**config.mk**
```make
export PLATFORM = sky130hd
export DESIGN_NAME = srsw_mem_tester
export DESIGN_NICKNAME = d
export VERILOG_FILES = /design/src/rtl/srsw_mem_tester.sv
export SDC_FILE = /design/constraint.sdc
export NUM_CORES = 1
export LEC_CHECK = 0
export ABC_AREA = 1
export ABC_CLOCK_PERIOD_IN_PS = 7800
export CORE_UTILIZATION = 35
export CTS_BUF_LIST = sky130_fd_sc_hd__clkbuf_4 sky130_fd_sc_hd__clkbuf_8
export DETAILED_ROUTE_END_ITERATION = 10
export SETUP_SLACK_MARGIN = 0.1
export SYNTH_ARGS = -nofsm -noshare
export SYNTH_HDL_FRONTEND = slang
export SYNTH_SLANG_ARGS = --single-unit
```
**constraint.sdc**
```tcl
create_clock -name clk -period 7.8 [get_ports clk]
set_input_delay 0.78 -clock clk [delete_from_list [all_inputs] [get_ports clk]]
set_output_delay 0.78 -clock clk [all_outputs]
set_load 0.02 [all_outputs]
```
**src/rtl/srsw_mem_tester.sv**
```systemverilog
// srsw_mem_tester
//   Traffic generator and checker for a simple-dual-port (one read, one write)
//   memory. A run writes a seed-derived byte pattern to every address, reads
//   every address back and counts the words that differ from the pattern.
//
// Ports
//   clk, rst        clock, asynchronous active-high reset
//   start, seed     begin a run (accepted only in IDLE or DONE), pattern seed
//   wen/waddr/wdata memory write port (driven in WRITE only, zero otherwise)
//   raddr, rdata    memory read port; rdata is valid one cycle after raddr
//   busy, done      run in progress / results valid
//   pass            done and no mismatching word
//   err_count       mismatching words of the last run
//   first_err_addr  address of the first mismatching word (0 if none)
//
// Handshake: start is a level sampled on the rising edge; it is honoured only
// when the FSM sits in IDLE or DONE and ignored while busy is high.
module srsw_mem_tester #(
    parameter int ADDR_WIDTH = 3,
    parameter int DATA_WIDTH = 80
) (
    input  logic                  clk,
    input  logic                  rst,
    input  logic                  start,
    input  logic [7:0]            seed,
    output logic [ADDR_WIDTH-1:0] raddr,
    input  logic [DATA_WIDTH-1:0] rdata,
    output logic                  wen,
    output logic [ADDR_WIDTH-1:0] waddr,
    output logic [DATA_WIDTH-1:0] wdata,
    output logic                  busy,
    output logic                  done,
    output logic                  pass,
    output logic [ADDR_WIDTH:0]   err_count,
    output logic [ADDR_WIDTH-1:0] first_err_addr
);

    localparam int DATA_BYTES = DATA_WIDTH / 8;
    localparam logic [ADDR_WIDTH-1:0] ADDR_ONE  = 1;
    localparam logic [ADDR_WIDTH-1:0] ADDR_LAST = '1;
    localparam logic [ADDR_WIDTH:0]   ERR_ONE   = 1;

    typedef enum logic [2:0] {
        IDLE  = 3'd0,
        WRITE = 3'd1,
        READ  = 3'd2,
        DRAIN = 3'd3,
        DONE  = 3'd4
    } state_t;

    state_t                state;
    logic [ADDR_WIDTH-1:0] cnt;
    logic [7:0]            seed_q;
    logic                  cmp_valid;
    logic [ADDR_WIDTH-1:0] cmp_addr;
    logic                  first_err_seen;
    logic                  mismatch;

    // Byte k of word a is seed + a*DATA_BYTES + k, all modulo 256.
    function automatic logic [DATA_WIDTH-1:0] pattern(input logic [7:0] s,
                                                      input logic [ADDR_WIDTH-1:0] a);
        logic [DATA_WIDTH-1:0] w;
        logic [7:0]            base;
        w    = '0;
        base = s + 8'(int'(a) * DATA_BYTES);
        for (int k = 0; k < DATA_BYTES; k++) begin
            w[k*8 +: 8] = base + 8'(k);
        end
        return w;
    endfunction

    // cmp_addr names the address the memory latched last cycle, so rdata
    // belongs to it now.
    assign mismatch = cmp_valid && (rdata != pattern(seed_q, cmp_addr));

    always_ff @(posedge clk or posedge rst) begin
        if (rst) begin
            state          <= IDLE;
            cnt            <= '0;
            seed_q         <= '0;
            cmp_valid      <= 1'b0;
            cmp_addr       <= '0;
            first_err_seen <= 1'b0;
            raddr          <= '0;
            wen            <= 1'b0;
            waddr          <= '0;
            wdata          <= '0;
            busy           <= 1'b0;
            done           <= 1'b0;
            pass           <= 1'b0;
            err_count      <= '0;
            first_err_addr <= '0;
        end else begin
            if (mismatch) begin
                err_count <= err_count + ERR_ONE;
                if (!first_err_seen) begin
                    first_err_seen <= 1'b1;
                    first_err_addr <= cmp_addr;
                end
            end

            case (state)
                IDLE, DONE: begin
                    if (start) begin
                        seed_q         <= seed;
                        err_count      <= '0;
                        first_err_addr <= '0;
                        first_err_seen <= 1'b0;
                        cnt            <= '0;
                        state          <= WRITE;
                        // Outputs are registered, so address 0 is presented now
                        // and written on the next edge.
                        wen            <= 1'b1;
                        waddr          <= '0;
                        wdata          <= pattern(seed, '0);
                        busy           <= 1'b1;
                        done           <= 1'b0;
                        pass           <= 1'b0;
                    end
                end
                WRITE: begin
                    if (cnt == ADDR_LAST) begin
                        cnt   <= '0;
                        state <= READ;
                        wen   <= 1'b0;
                        waddr <= '0;
                        wdata <= '0;
                        raddr <= '0;
                    end else begin
                        cnt   <= cnt + ADDR_ONE;
                        waddr <= cnt + ADDR_ONE;
                        wdata <= pattern(seed_q, cnt + ADDR_ONE);
                    end
                end
                READ: begin
                    // The memory latches raddr (== cnt) on this edge.
                    cmp_valid <= 1'b1;
                    cmp_addr  <= cnt;
                    if (cnt == ADDR_LAST) begin
                        cnt   <= '0;
                        state <= DRAIN;
                        raddr <= '0;
                    end else begin
                        cnt   <= cnt + ADDR_ONE;
                        raddr <= cnt + ADDR_ONE;
                    end
                end
                DRAIN: begin
                    // First edge finishes the last compare; the second
                    // publishes results with err_count already final.
                    if (cmp_valid) begin
                        cmp_valid <= 1'b0;
                    end else begin
                        state <= DONE;
                        busy  <= 1'b0;
                        done  <= 1'b1;
                        pass  <= (err_count == '0);
                    end
                end
                default: state <= IDLE;
            endcase
        end
    end

endmodule
```
==> metrics.csv <==
metric;value;unit
hold-path-endpoint;done;
period_minus_slack;4.24;ns
num_vias;9097;
worstMarginPinSlew;0.888;ns
grt_pass1_wl;46.9;mm
hold_viol;0;
synth_xor_area_frac;0.0609;
post-cts-setup-buffers;0;
viasPerCell;5.17;
post-dp-hpwl;22.2;mm
synth-main-ff-cell;dfrtp_1;
synth_edf_count;0;
timing.final.crit_share;0.544;
synthAdderAreaFrac;0.0908;
ys_seq_area_frac;0.287;
start_util;0.357;
drc;0;
cp-end-kind;flop;
clock_latency;0.40;ns
synth.avg_cell_area;6.81;sq um
r2r-start;cmp_addr[0];
path_class;reg -> reg;
crit_chain;ha_1 > ha_1 > ha_1 > inv_1 > nand3_1 > nand2_4 > ha_1 > inv_1 > a21oi_1 > xor2_1 > nand2_1 > o21ai_0 > nand3_1 > nor2_1 > nand3_1 > nor2_1 > nand2_2 > nand2_4 > nand2_1 > nand2_1 > nor2_1;
grt.overflow.total;0;
cts_tree;built;
setup_viol;0;
fp.coreArea;0.0244;sq mm
cts_max_level;3;
crit_path_frequent_cell;ha_1;
ys_seq_elements;100;
ys_warn_count;0;
drv_cap;0;
rows;57;
rsz0062_at_grt;false;
cpPeakStageDelay;0.44;ns
wl_per_cell;16.9;um
fmax;0.236;GHz
firstDrtPassIters;6;
cts_made_buffers;9;
grt_pass1_vias;8535;
synth_compound_area_frac;0.170;
finalMaxSlewViolations;0;
timing.hold.worst.start;done;
cts.clk_slew.worst_paths;0.09;ns
clockBufferDepth;2;
io_buffers;187;
drt_iter0_markers;775;
ys_types;47;
rrSetupSlack;3.56;ns
muxShareOfSynthArea;0.00115;
diodes;0;
cp_slowest_cell;dfrtp_1;
dieArea;0.0255;sq mm
die-width;160;um
finClkSkew;0.0143;ns
syn-num-nets;1432;
synthToLayoutAreaGrowth;25.9;%
fillCellCount;2568;
ctsResizeCount;0;
worst_hold_path_type;reg -> reg;
rr_endpoint;err_count[1];
r2r_cells;21;
arrival;4.54;ns
grt_max_degree;80;
maxSlewHeadroom;0.408;
finalSetupTns;0;ns
cp-start-kind;flop;
drt.antenna.violating_nets;0;
totalWireLength;29.8;mm
synth_top_family_by_area;simple AND/OR/NAND/NOR gates;
clkSinkCount;100;
cp_num_buf_inv;2;
postPlaceCellArea;0.0108;sq mm
synth_async_sr_flop_share;1.00;
cp_data_required_time;8.10;ns
syn-cell-area;0.00871;sq mm
postCtsHoldBufs;0;
final_net_count;1585;
io_pins;188;
hold_depth;2;
root_buffer;clkbuf_8;
drive_above_1_share;0.0453;
antenna_found_initial;0;
status;finished clean;
syn_inst;1279;
crit_family;simple AND/OR/NAND/NOR gates;
synthSimpleGateAreaFrac;0.297;
crit_fanout;11;
die_h;160;um
grt.total_usage;0.234;
place.gp.congestion;0.926;
fin_area;0.0110;sq mm
cells by family after synthesis:
| kind of cell | count (synthesis) |
|---|---|
| DFF | 100 |
| AOI/OAI and AO/OA | 263 |
| xor gates and xnor gates | 59 |
| and+or+nand+nor | 603 |
| adders and majority gates | 62 |
| muxes | 1 |
| buffers and inverters | 191 |
cells in the mapped netlist (3+ instances only):
cell | n | share of area
dfrtp_1 | 100 | 0.29
o22ai_1 | 7 | 0.0050
clkbuf_1 | 29 | 0.012
nand3_1 | 85 | 0.049
or2_2 | 7 | 0.0050
o211ai_1 | 15 | 0.013
nand2_4 | 5 | 0.0065
nand2_1 | 296 | 0.13
a22oi_1 | 3 | 0.0026
nand3_2 | 4 | 0.0046
ha_1 | 60 | 0.086
inv_2 | 5 | 0.0022
buf_2 | 6 | 0.0034
nor2_1 | 159 | 0.069
o22a_1 | 3 | 0.0030
o21ai_1 | 9 | 0.0052
buf_4 | 16 | 0.014
nand4_1 | 11 | 0.0079
nor3_1 | 7 | 0.0040
xnor2_1 | 19 | 0.019
a31oi_1 | 27 | 0.019
xor2_1 | 39 | 0.039
inv_1 | 128 | 0.055
nand2_2 | 9 | 0.0065
nand3b_1 | 14 | 0.012
o21ai_0 | 104 | 0.060
o311ai_0 | 6 | 0.0060
buf_6 | 3 | 0.0039
a21oi_1 | 77 | 0.044
flip-flops by register name, summed over array words and instances, names as in the netlist:
register	count
busy	1
cmp_addr	3
cmp_valid	1
cnt	3
done	1
err_count	4
first_err_addr	3
first_err_seen	1
pass	1
raddr	3
seed_q	8
state	3
waddr	3
wdata	64
wen	1
tightest hold or removal path, cell delays in order, from the launching register on:
cell	delay (ns)
dfrtp_1	0.36
nand2_1	0.05
nand2_1	0.05
worst max-delay path by stage:
| stage | from | to | slack (ns) | cells after the start |
|---|---|---|---|---|
| finish | cmp_addr[0] | err_count[1] | 3.56 | 21 |
| global route | cmp_addr[0] | err_count[0] | 3.18 | 21 |
| CTS | cmp_addr[0] | err_count[1] | 3.53 | 21 |
| detailed placement | cmp_addr[0] | err_count[1] | 3.55 | 21 |
| global placement | cmp_addr[0] | err_count[1] | 3.68 | 21 |
| floorplan | rst | busy | 4.40 | 1 |
final cells by class:
class,count,area [sq um],area share
sequential,100,2500,0.228
inverter,135,509,0.0464
clock buffer,11,139,0.0127
tap,324,405,0.0370
multi-input combinational,988,5410,0.493
clock inverter,4,51.3,0.00468
timing repair buffer,198,1950,0.178
layout by cell type (no fill, tap or decap), types with 2 or more instances in the layout:
cell type / count
nand2_1: 295
clkdlybuf4s50_1: 187
nor2_1: 158
inv_1: 127
o21ai_0: 104
dfrtp_1: 100
nand3_1: 85
a21oi_1: 77
ha_1: 60
xor2_1: 39
a31oi_1: 27
xnor2_1: 19
o211ai_1: 15
nand3b_1: 14
nand4_1: 11
buf_4: 11
nand2_2: 10
o21ai_1: 9
clkbuf_8: 9
or2_2: 7
nor3_1: 7
o22ai_1: 7
o311ai_0: 6
inv_2: 5
nand2_4: 5
nand3_2: 4
nor2_2: 3
a22oi_1: 3
o22a_1: 3
clkinv_1: 2
a22o_1: 2
a32o_1: 2
a211oi_1: 2
nor2_4: 2
fa_1: 2
clkbuf_4: 2
per-layer routing:
| metal | GRT usage | part of all wire | routed length, um | up-vias |
|---|---|---|---|---|
| met5 | 0 | 0 | 0 | - |
| met4 | 0.0740 | 0.020 | 582 | 0 |
| met3 | 0.0273 | 0.069 | 2070 | 34 |
| met2 | 0.365 | 0.44 | 13100 | 356 |
| met1 | 0.335 | 0.47 | 14100 | 4205 |
| li1 | - | - | - | 4502 |
per-stage QoR:
step / hold WS, ns / setup WS [ns] / util / cells
after floorplan: 0.474 / 4.40 / - / 1279
after global placement: 0.477 / 3.68 / 0.442 / 1745
after detailed placement: 0.470 / 3.55 / 0.442 / 1745
after CTS: 0.500 / 3.53 / 0.450 / 1760
after global routing: 0.529 / 3.18 / 0.450 / 1760
final: 0.496 / 3.56 / 0.450 / 1760
Power is not shown: default switching activity piles up to over one toggle a cycle in this logic, so the estimate is an artifact.
